--- src/rtl/malu_result_fifo_if.sv ---
// malu_result_fifo_if
//   Bundles the malu_result_fifo handshake, data and status signals.
//   Modports:
//     slave  - the FIFO's view: it takes in_valid/in_data/out_ready/ovf_clr
//              and drives in_ready, out_valid, out_data and the status outputs.
//     master - the surrounding logic's view: producer, consumer and status reader.
//   Signals:
//     in_valid/in_data/in_ready     upstream malu result handshake
//     out_valid/out_data/out_ready  downstream consumer handshake
//     count/full/empty              occupancy status
//     checksum                      XOR of every accepted result
//     ovf/ovf_clr                   sticky overflow flag and its clear
interface malu_result_fifo_if #(
  parameter int WIDTH      = 4,
  parameter int DEPTH_LOG2 = 2
);
  logic                  in_valid;
  logic [WIDTH-1:0]      in_data;
  logic                  in_ready;
  logic                  out_valid;
  logic [WIDTH-1:0]      out_data;
  logic                  out_ready;
  logic [DEPTH_LOG2:0]   count;
  logic                  full;
  logic                  empty;
  logic [WIDTH-1:0]      checksum;
  logic                  ovf;
  logic                  ovf_clr;

  modport slave (
    input  in_valid, in_data, out_ready, ovf_clr,
    output in_ready, out_valid, out_data, count, full, empty, checksum, ovf
  );

  modport master (
    output in_valid, in_data, out_ready, ovf_clr,
    input  in_ready, out_valid, out_data, count, full, empty, checksum, ovf
  );
endinterface

--- src/rtl/malu_result_fifo.sv ---
// malu_result_fifo
//   Registered result buffer downstream of the malu combinational stage.
//   Captures each valid malu result into a small circular FIFO and drains it
//   to a consumer over valid/ready with first-word fall-through. Also keeps
//   an occupancy count, a running XOR checksum of accepted results and a
//   sticky overflow flag for results presented while full.
//   Ports:
//     clk  - rising-edge clock
//     rst  - synchronous active-high reset
//     bus  - malu_result_fifo_if.slave (handshakes, data, status, ovf_clr)
module malu_result_fifo #(
  parameter int WIDTH      = 4,
  parameter int DEPTH_LOG2 = 2
) (
  input  logic                  clk,
  input  logic                  rst,
  malu_result_fifo_if.slave     bus
);

  localparam int DEPTH = 1 << DEPTH_LOG2;
  localparam logic [DEPTH_LOG2:0] DEPTH_CNT = (DEPTH_LOG2 + 1)'(DEPTH);
  localparam logic [DEPTH_LOG2:0] CNT_ONE   = (DEPTH_LOG2 + 1)'(1);
  localparam logic [DEPTH_LOG2-1:0] PTR_ONE = DEPTH_LOG2'(1);

  logic [WIDTH-1:0]      mem [DEPTH];
  logic [DEPTH_LOG2-1:0] wr_ptr;
  logic [DEPTH_LOG2-1:0] rd_ptr;
  logic [DEPTH_LOG2:0]   count_q;
  logic [WIDTH-1:0]      checksum_q;
  logic                  ovf_q;

  logic full_w;
  logic empty_w;
  logic push;
  logic pop;

  // Ready depends only on registered occupancy, so there is no combinational
  // path from out_ready to in_ready; a full FIFO refuses even while popping.
  assign full_w  = (count_q == DEPTH_CNT);
  assign empty_w = (count_q == '0);
  assign push    = bus.in_valid && !full_w;
  assign pop     = !empty_w && bus.out_ready;

  // NOTE: the storage array has no reset; entries are only observable once
  // written, and leaving it unreset lets it map to plain registers/RAM.
  always_ff @(posedge clk) begin
    if (push && !rst) begin
      mem[wr_ptr] <= bus.in_data;
    end
  end

  // NOTE: all sequential state uses non-blocking assignments so every
  // register samples the pre-edge values regardless of statement order.
  always_ff @(posedge clk) begin
    if (rst) begin
      wr_ptr     <= '0;
      rd_ptr     <= '0;
      count_q    <= '0;
      checksum_q <= '0;
      ovf_q      <= 1'b0;
    end else begin
      // Pointers wrap modulo DEPTH by natural overflow.
      if (push) begin
        wr_ptr     <= wr_ptr + PTR_ONE;
        checksum_q <= checksum_q ^ bus.in_data;
      end
      if (pop) begin
        rd_ptr <= rd_ptr + PTR_ONE;
      end

      unique case ({push, pop})
        2'b10:   count_q <= count_q + CNT_ONE;
        2'b01:   count_q <= count_q - CNT_ONE;
        default: count_q <= count_q;
      endcase

      // A refused result sets the flag even if a clear arrives the same cycle.
      if (bus.in_valid && full_w) begin
        ovf_q <= 1'b1;
      end else if (bus.ovf_clr) begin
        ovf_q <= 1'b0;
      end
    end
  end

  assign bus.in_ready  = !full_w;
  assign bus.out_valid = !empty_w;
  assign bus.out_data  = mem[rd_ptr];
  assign bus.count     = count_q;
  assign bus.full      = full_w;
  assign bus.empty     = empty_w;
  assign bus.checksum  = checksum_q;
  assign bus.ovf       = ovf_q;

endmodule

--- src/flat_wrapper.sv ---
// flat-port wrapper written by rule: the top's interface ports become plain ports
module malu_result_fifo_flat 
#(
  parameter int WIDTH      = 4,
  parameter int DEPTH_LOG2 = 2
)
  (clk, rst, bus_in_valid, bus_in_data, bus_out_ready, bus_ovf_clr, bus_in_ready, bus_out_valid, bus_out_data, bus_count, bus_full, bus_empty, bus_checksum, bus_ovf);
  malu_result_fifo_if #(.WIDTH(WIDTH), .DEPTH_LOG2(DEPTH_LOG2)) bus_i ();
  input  logic clk;
  input  logic rst;
  input wire logic [$bits(bus_i.in_valid)-1:0] bus_in_valid;
  input wire logic [$bits(bus_i.in_data)-1:0] bus_in_data;
  input wire logic [$bits(bus_i.out_ready)-1:0] bus_out_ready;
  input wire logic [$bits(bus_i.ovf_clr)-1:0] bus_ovf_clr;
  output wire logic [$bits(bus_i.in_ready)-1:0] bus_in_ready;
  output wire logic [$bits(bus_i.out_valid)-1:0] bus_out_valid;
  output wire logic [$bits(bus_i.out_data)-1:0] bus_out_data;
  output wire logic [$bits(bus_i.count)-1:0] bus_count;
  output wire logic [$bits(bus_i.full)-1:0] bus_full;
  output wire logic [$bits(bus_i.empty)-1:0] bus_empty;
  output wire logic [$bits(bus_i.checksum)-1:0] bus_checksum;
  output wire logic [$bits(bus_i.ovf)-1:0] bus_ovf;
  assign bus_i.in_valid = bus_in_valid;
  assign bus_i.in_data = bus_in_data;
  assign bus_i.out_ready = bus_out_ready;
  assign bus_i.ovf_clr = bus_ovf_clr;
  assign bus_in_ready = bus_i.in_ready;
  assign bus_out_valid = bus_i.out_valid;
  assign bus_out_data = bus_i.out_data;
  assign bus_count = bus_i.count;
  assign bus_full = bus_i.full;
  assign bus_empty = bus_i.empty;
  assign bus_checksum = bus_i.checksum;
  assign bus_ovf = bus_i.ovf;
  malu_result_fifo #(.WIDTH(WIDTH), .DEPTH_LOG2(DEPTH_LOG2)) u_core (.clk(clk), .rst(rst), .bus(bus_i));
endmodule
--- config.mk ---
export PLATFORM = sky130hd
export DESIGN_NAME = malu_result_fifo_flat
export DESIGN_NICKNAME = d
export VERILOG_FILES = /design/src/rtl/malu_result_fifo_if.sv /design/src/rtl/malu_result_fifo.sv /design/src/flat_wrapper.sv
export SDC_FILE = /design/constraint.sdc
export NUM_CORES = 1
export LEC_CHECK = 0
export ABC_AREA = 1
export CAP_MARGIN = 25
export CELL_PAD_IN_SITES_DETAIL_PLACEMENT = 1
export CELL_PAD_IN_SITES_GLOBAL_PLACEMENT = 1
export CORE_UTILIZATION = 41
export DETAILED_ROUTE_END_ITERATION = 6
export GPL_TIMING_DRIVEN = 0
export PLACE_DENSITY = 0.82
export SLEW_MARGIN = 20
export SYNTH_ARGS = -nofsm -noshare
export SYNTH_HDL_FRONTEND = slang
export SYNTH_SLANG_ARGS = --single-unit
--- constraint.sdc ---
create_clock -name clk -period 3.6 [get_ports clk]
set_input_delay 0.9 -clock clk [delete_from_list [all_inputs] [get_ports clk]]
set_output_delay 0.9 -clock clk [all_outputs]
set_load 0.005 [all_outputs]
# Yosys cells after proc, flatten, opt, wreduce, memory -nomap -nowiden

Memory sizes are Yosys's and may differ from the RTL's. A register that Yosys moved wholly into a read port is not among the register bits.
Index checks and enable logic that the tools add are counted.

Register bits after elaboration: 12
Memory bits (writable): 16
Input port bits: 9
Logic and storage cells: 31
Memories: 1

Add/subtract/negate cells: 4
Eq/ne operators: 3
Muxes and demuxes: 7
Bitwise operators: 1
Reduce and logical (&&, ||, !) cells: 10

Memories:

| memory     | words | bits a word | read ports | clocked after memory_dff | wr ports | line                   | text |
|---|---|---|---|---|---|---|---|
| u_core.mem | 4     | 4           | 1          | 1                        | 1        | malu_result_fifo.sv:25 | `logic [WIDTH-1:0] mem [DEPTH];` |

Operators with widths:

| operator                                             | count |
|---|---|
| one-hot mux 3 bit (2 select lines)                   | 1 |
| adder 2 x 1 -> 2 bit (second input constant)         | 2 |
| logical AND 1 bit                                    | 4 |
| 2-to-1 mux 1 bit                                     | 4 |
| 2-to-1 mux 2 bit                                     | 2 |
| nonzero test 2 bit                                   | 2 |
| XOR 4 bit                                            | 1 |
| adder 3 x 1 -> 3 bit (second input constant)         | 1 |
| equality test 3 bit (second input constant)          | 1 |
| logical NOT 1 bit                                    | 3 |
| logical NOT 3 bit                                    | 1 |
| subtractor 3 x 1 -> 3 bit (second input constant)    | 1 |
| equality test 2 x 1 -> 1 bit (second input constant) | 1 |
| equality test 2 bit (second input constant)          | 1 |

# Depth between registers and ports, before layout

Gate-level depths: netlist of the first run.

Word-level depth: 6
Depth in mapped cells: 13
Mapped depth without buffers: 13

# Least setup slack after synthesis of the first run

No wires, ideal clock.

Path kind: input-to-reg
Start: in bus_in_valid
End: reg u_core.count_q[2], in the netlist u_core.bus.count[2]
Setup time: 113 ps
Arrival time: 1,998 ps
Data required time: 3,487 ps
Path slack: 1,489 ps
Stages on the path: 11
Path buffers: 1
Cell sequence: buf_4 nand2_4 ha_1 inv_1 fa_1 inv_1 nand2_1 nand3_1 nand2_1 nand2_1 nor2_1

Longest elaborated chain between the ends: 3

Ends and longest elaborated chain:

| what                                                                            | line                   | text |
|---|---|---|
| from (decl)                                                                     | flat_wrapper.sv:11     | `input wire logic [$bits(bus_i.in_valid)-1:0] bus_in_valid;` |
| logical AND 1 bit *                                                             | malu_result_fifo.sv:41 | `assign push = bus.in_valid && !full_w;` |
| equality test 2 x 1 -> 1 bit / equality test 2 bit (equally long branches)      | malu_result_fifo.sv:71 | `unique case ({push, pop})` |
| one-hot mux 3 bit (2 select lines) / nonzero test 2 bit (equally long branches) | n/a                    |  |
| to (signal assigned)                                                            | malu_result_fifo.sv:72 | `2'b10: count_q <= count_q + CNT_ONE;` |
| to (signal assigned)                                                            | malu_result_fifo.sv:73 | `2'b01: count_q <= count_q - CNT_ONE;` |
| to (signal assigned)                                                            | malu_result_fifo.sv:74 | `default: count_q <= count_q;` |
| to (decl)                                                                       | malu_result_fifo.sv:28 | `logic [DEPTH_LOG2:0] count_q;` |

Every way passes the cells marked *; elsewhere a longest branch is shown, timed or not.
A chain may end at the register's enable or synchronous reset.

==> results of run 1 <==
-- layer usage --
layer	up-vias	wire length, um	GRT usage, %
met4	0	29	6.12
met3	3	106	5.24
met5	-	0	0
met1	520	1240	19.5
met2	20	1530	35.5
li1	546	-	-
-- worst paths after layout --
| path | slack (ns) | end | start | cells after the start |
|---|---|---|---|---|
| hold / removal | 0.48 | u_core.bus.ovf$_SDFFE_PP0P_ | u_core.bus.ovf$_SDFFE_PP0P_ | 2 |
| hold reg to reg | 0.48 | u_core.bus.ovf$_SDFFE_PP0P_ | u_core.bus.ovf$_SDFFE_PP0P_ | 2 |
| setup / recovery | 0.96 | bus_out_data[2] | flop | 5 |
| setup reg to reg | 1.63 | u_core.bus.count[2]$_SDFFE_PP0P_ | u_core.bus.count[0]$_SDFFE_PP0P_ | 13 |
-- flip-flops by register name, summed over array words and instances (netlist names), named ones only --
name / count
u_core.bus.checksum: 4
u_core.rd_ptr: 2
u_core.bus.count: 3
u_core.wr_ptr: 2
u_core.bus.ovf: 1
u_core.mem: 16
-- Yosys cell counts --
master,count
nand2_4,1
buf_2,2
a21oi_1,10
ha_1,5
nand3_1,10
o22ai_1,4
nor2_1,16
o21ai_0,10
nand2_1,31
nor2_2,2
edfxtp_1,16
nand2_2,1
buf_4,1
inv_1,29
dfxtp_1,14
fa_1,1
-- cell type report --
type / instances / area, um2
fillers: 380 / 1400
flip-flops and latches: 30 / 761
multi-input cells: 91 / 464
repair buffers: 22 / 220
inverters: 29 / 109
well taps: 44 / 55.1
clock buffers: 5 / 37.5
plain buffers: 3 / 17.5
clock inverters: 3 / 16.3
-- through the flow --
step | area [um2] | power (mW) | hold WS, ns | cells | utilization, %
finish | 1680 | 1.01 | 0.477 | 227 | 54.6
global route | 1680 | 1.08 | 0.516 | 227 | 54.6
CTS | 1680 | 1.03 | 0.488 | 227 | 54.6
detailed placement | 1630 | 0.835 | 0.473 | 219 | 52.8
global placement | 1630 | 0.807 | 0.454 | 219 | 52.8
floorplan | 1350 | 0.640 | 0.460 | 153 | -
-- worst min-delay path: stages (launching register included) --
cell and delay, ns:
dfxtp_1 0.32, nand2_1 0.06, a21oi_1 0.06
-- cells by family (layout without fill, tap and decap cells) --
logic type	after synthesis	count (layout)	share of synthesized area (%)
buffers and inverters	32	62	9.35
AND/OR/NAND/NOR	61	61	19.0
adder cells (fa/ha/maj)	6	6	6.11
AO/OA/AOI/OAI	24	24	9.26
flip-flops	30	30	56.3
-- power by group through the flow --
stage,clock network (mW),registers [mW],logic [mW]
floorplan,0,0.443,0.197
global placement,0,0.444,0.363
detailed placement,0,0.448,0.387
CTS,0.199,0.441,0.392
global route,0.208,0.446,0.430
finish,0.190,0.439,0.382
==> impl_metrics.csv, run 1 <==
group,metric,value,unit
synthesis,synth_area_leader_cell,"edfxtp_1",
synthesis,synth.top_cell.area_share,35.6,%
route,drt_iter0_markers,31,
sta,worst_pin_slew,0.459,ns
global_route,grt_max_degree,11,
pwr,intPower,0.663,mW
route,drc,0,
synthesis,syn_area,0.00135,mm2
final_layout,num_antenna_cells,0,
cts,htree_levels,2,
final_layout,layout_common_cells,"31 x nand2_1, 29 x inv_1, 22 x clkdlybuf4s50_1, 16 x nor2_1, 16 x edfxtp_1",
synthesis,syn_avg_cell_area,8.83,um2
sta,fmaxAchievable,378,MHz
cts,post_cts_resized,0,
cts,clockBufferDepth,2,
route,vias,1089,
sta,fin_crit,2.64,ns
sta,finalSetupViolCount,0,
final_layout,nets,197,
placed_design,dpl.hpwl,2.22,mm
synthesis,syn_inst,153,
global_route,gr-usage-all-layers,18.7,%
setup_path,worst_setup_path_end_kind,"primary output",
setup_path,cp-start-kind,"flop",
route,wirelength,2.91,mm
sta,drv_slew,0,
cts,cts_buffers,5,
global_route,grt_pass1_wl,4.79,mm
pwr,clkPwrFrac,18.8,%
die,die_x,59.4,um
pwr,p_switching,0.349,mW
sta,relSlewSlack,69.3,%
setup_path,cpMaxStageDelayCell,"clkdlybuf4s50_1",
pwr,swShare,34.5,%
route,wl_per_cell,12.8,um
cts,clk_latency,0.33,ns
cts,cts_tree,"built",
cts,cts_setup_buffers,0,
route,drtAntennaViolNets,0,
global_route,overflow,0,
pwr,ir_drop,0.000308,V
sta,period_share,73.5,%
die,ios,25,
setup_path,path_buf_inv,3,
sta,skew,0.0127,ns
global_route,grt_pass1_vias,1128,
placed_design,pre_cts_slack,0.858,ns
synthesis,ys_seq_elements,30,
synthesis,yosys-top-cells-area,"edfxtp_1 36%, dfxtp_1 21%, nand2_1 8.6%",
placed_design,gp_congestion,0.739,
setup_path,worstSetupPathType,"flop to primary output",
die,core,0.00308,mm2
pwr,power.density,602,mW/mm2
cts,postCtsHoldBufs,0,
sta,rsz0062_at_grt,"no",
route,vias_per_cell,4.80,
setup_path,crit_path_max_fanout,9,
pwr,p_comb_share,37.8,%
cts,clockRootBuffer,"clkbuf_4",
die,die_area,0.00353,mm2
setup_path,cpLargestDelayFamily,"buffers and inverters",
synthesis,synth.distinct_cells,16,
hold_path,hold_path_class,"flop to flop",
synthesis,syn_nets,168,
cts,clock_sinks,30,
pwr,leakagePower,0.696,nW
cts,path_clk_slew,0.09,ns
setup_path,cp.required,2.70,ns
die,die_height,59.4,um
run_status,status,"complete, no violations",
setup_path,slowest_delay,0.52,ns
die,start_util,43.9,%
setup_path,path_cells,"buf_2 > inv_1 > o21ai_0 > o22ai_1 > clkdlybuf4s50_1",
final_layout,syn_to_final_growth,24.4,%
final_layout,drive_gt1_share,7.65,%
pwr,seq_power_share,43.4,%
synthesis,synth-seq-area-share,56.3,%
final_layout,final_common_cell,"nand2_1",
placed_design,portBuffers,22,
synthesis,yosysWarnings,0,
die,row_count,20,
setup_path,crit_arrival,1.74,ns
sta,fin_tns_setup,0,ns
sta,timing.final.ws_setup,0.956,ns
global_route,antenna_found_initial,0,
route,firstDrtPassIters,3,
sta,timing.final.hold_violations,0,
flow_run,maxCapViolCount,0,
Power figures use the tool's default switching activity.
==> run 2, diff against run 1 <==
CORE_UTILIZATION = 34   (was 41)
PLACE_DENSITY = 0.72   (was 0.82)
clock period = 2.38 ns   (was 3.6 ns; I/O delays follow)
==> impl_metrics.csv, run 2 (synthesis gave the netlist of run 1 again) <==
group,metric,value,unit
run_status,status,"complete, no violations",
final_layout,largest_reg_flops,16,
pwr,ir_drop,0.000421,V
route,wirelength,3.08,mm
global_route,grt_max_degree,11,
setup_path,worst_setup_path_end_kind,"primary output",
global_route,overflow,0,
setup_path,worstReg2RegStart,"u_core.bus.count[0]$_SDFFE_PP0P_",
sta,timing.final.hold_violations,0,
cts,cts_tree,"built",
route,vias,1084,
cts,clock_sinks,30,
final_layout,drive_gt1_share,7.65,%
global_route,grt_pass1_vias,1192,
cts,cts_buffers,5,
die,start_util,36.1,%
setup_path,ff2ff_setup_slack,0.42,ns
sta,relSlewSlack,71.7,%
setup_path,cpLargestDelayFamily,"buffers and inverters",
cts,clockBufferDepth,2,
placed_design,dpl.hpwl,2.36,mm
sta,fmaxAchievable,451,MHz
route,wl_per_cell,13.3,um
setup_path,reg2regPathDepth,13,
setup_path,worst-path-stages,5,
final_layout,syn_to_final_growth,26.8,%
die,row_count,22,
hold_path,hold_path_class,"flop to flop",
cts,path_clk_slew,0.06,ns
pwr,power.density,952,mW/mm2
sta,fin_crit,2.22,ns
sta,timing.final.ws_setup,0.163,ns
die,die_x,65.0,um
sta,finalSetupViolCount,0,
die,core,0.00374,mm2
route,firstDrtPassIters,4,
cts,htree_levels,2,
sta,fin_tns_setup,0,ns
final_layout,layout_common_cells,"31 x nand2_1, 28 x inv_1, 22 x clkdlybuf4s50_1, 16 x nor2_1, 16 x edfxtp_1",
setup_path,slowest_delay,0.52,ns
sta,holdWs,0.490,ns
die,die_height,65.0,um
setup_path,cp-start-kind,"flop",
sta,drv_slew,0,
final_layout,final_common_cell,"nand2_1",
final_layout,final_util,45.8,%
setup_path,crit_path_max_fanout,9,
route,drc,0,
final_layout,fillCellCount,460,
placed_design,gp_congestion,0.732,
setup_path,r2r-end,"u_core.bus.count[2]$_SDFFE_PP0P_",
placed_design,pre_cts_slack,-0.0430,ns
route,drtAntennaViolNets,0,
sta,worst_pin_slew,0.422,ns
pwr,total_power,1.63,mW
final_layout,nets,197,
final_layout,num_antenna_cells,0,
final_layout,top_register,"u_core.mem",
die,die_area,0.00423,mm2
die,ios,25,
flow_run,maxCapViolCount,0,
pwr,leakagePower,0.709,nW
final_layout,finalNonFillerCells,231,
setup_path,worstSetupPathType,"flop to primary output",
global_route,antenna_found_initial,0,
setup_path,cpMaxStageDelayCell,"clkdlybuf4s50_1",
placed_design,dp_cells,223,
route,drt_iter0_markers,33,
setup_path,path_buf_inv,3,
cts,clockRootBuffer,"clkbuf_8",
sta,rsz0062_at_grt,"no",
final_layout,fin_area,0.00171,mm2
route,vias_per_cell,4.69,
global_route,grt_pass1_wl,5.35,mm
setup_path,endpoint,"bus_out_data[0]",
global_route,gr-usage-all-layers,17.3,%
setup_path,crit_arrival,1.62,ns
setup_path,path_cells,"buf_2 > inv_2 > o21ai_0 > o22ai_1 > clkdlybuf4s50_1",
placed_design,portBuffers,22,
sta,skew,0.00296,ns
setup_path,cp.required,1.78,ns
cts,clk_latency,0.28,ns
cts,postCtsHoldBufs,0,
sta,period_share,93.2,%
placed_design,post_dp_cell_area,0.00163,mm2
==> run 2: cell types whose count changed in the layout (fill, tap and decap cells not counted), sizes merged <==
cell	previous run	this run
clkbuf	5	6
clkinvlp	1	0
==> run 2: worst register-to-register path, cell delays in order (launching register included) <==
cell and delay, ns:
dfxtp_1 0.41, nor2_2 0.08, nand2_1 0.17, nand2_1 0.10, inv_1 0.10, ha_1 0.19, inv_1 0.08, fa_1 0.38
inv_1 0.06, nand2_1 0.04, nand3_1 0.08, nand2_1 0.06, nand2_1 0.06, nor2_1 0.04
==> run 2: layer usage <==
layer | part of all wire (%) | global-route usage, % | vias up
met5 | 0 | 0 | -
met3 | 3.4 | 5.46 | 6
met1 | 43 | 18.4 | 515
met4 | 1.8 | 7.34 | 0
li1 | - | - | 543
met2 | 52 | 31.3 | 20
==> run 2: cell type report <==
class | count | area, um2 | area share [%]
repair buffers | 22 | 220 | 12.9
clock buffers | 6 | 72.6 | 4.24
inverters | 29 | 109 | 6.35
well taps | 48 | 60.1 | 3.51
clock inverters | 2 | 8.76 | 0.511
flip-flops and latches | 30 | 761 | 44.4
multi-input cells | 91 | 464 | 27.1
plain buffers | 3 | 17.5 | 1.02
==> run 2: repair_timing <==
item                                    CTS  global route
gates resized for setup                   0             1
endpoints found under the setup margin    0             2
setup buffers                             0             0
==> run 2: worst min-delay path by stage <==
| stage | slack, ns | startpoint | cells past startpoint | to |
|---|---|---|---|---|
| finish | 0.49 | u_core.bus.ovf$_SDFFE_PP0P_ | 2 | u_core.bus.ovf$_SDFFE_PP0P_ |
| global route | 0.52 | u_core.bus.checksum[3]$_SDFFE_PP0P_ | 2 | u_core.bus.checksum[3]$_SDFFE_PP0P_ |
| CTS | 0.50 | u_core.bus.ovf$_SDFFE_PP0P_ | 2 | u_core.bus.ovf$_SDFFE_PP0P_ |
| detailed placement | 0.48 | u_core.bus.ovf$_SDFFE_PP0P_ | 2 | u_core.bus.ovf$_SDFFE_PP0P_ |
| global placement | 0.45 | u_core.bus.ovf$_SDFFE_PP0P_ | 2 | u_core.bus.ovf$_SDFFE_PP0P_ |
| floorplan | 0.46 | u_core.bus.ovf$_SDFFE_PP0P_ | 2 | u_core.bus.ovf$_SDFFE_PP0P_ |
==> run 2: power by group <==
group          internal [mW]  leakage [nW]  switching, mW
Combinational          0.282         0.406          0.297
Clock                  0.200        0.0426          0.183
Sequential             0.612         0.260         0.0564
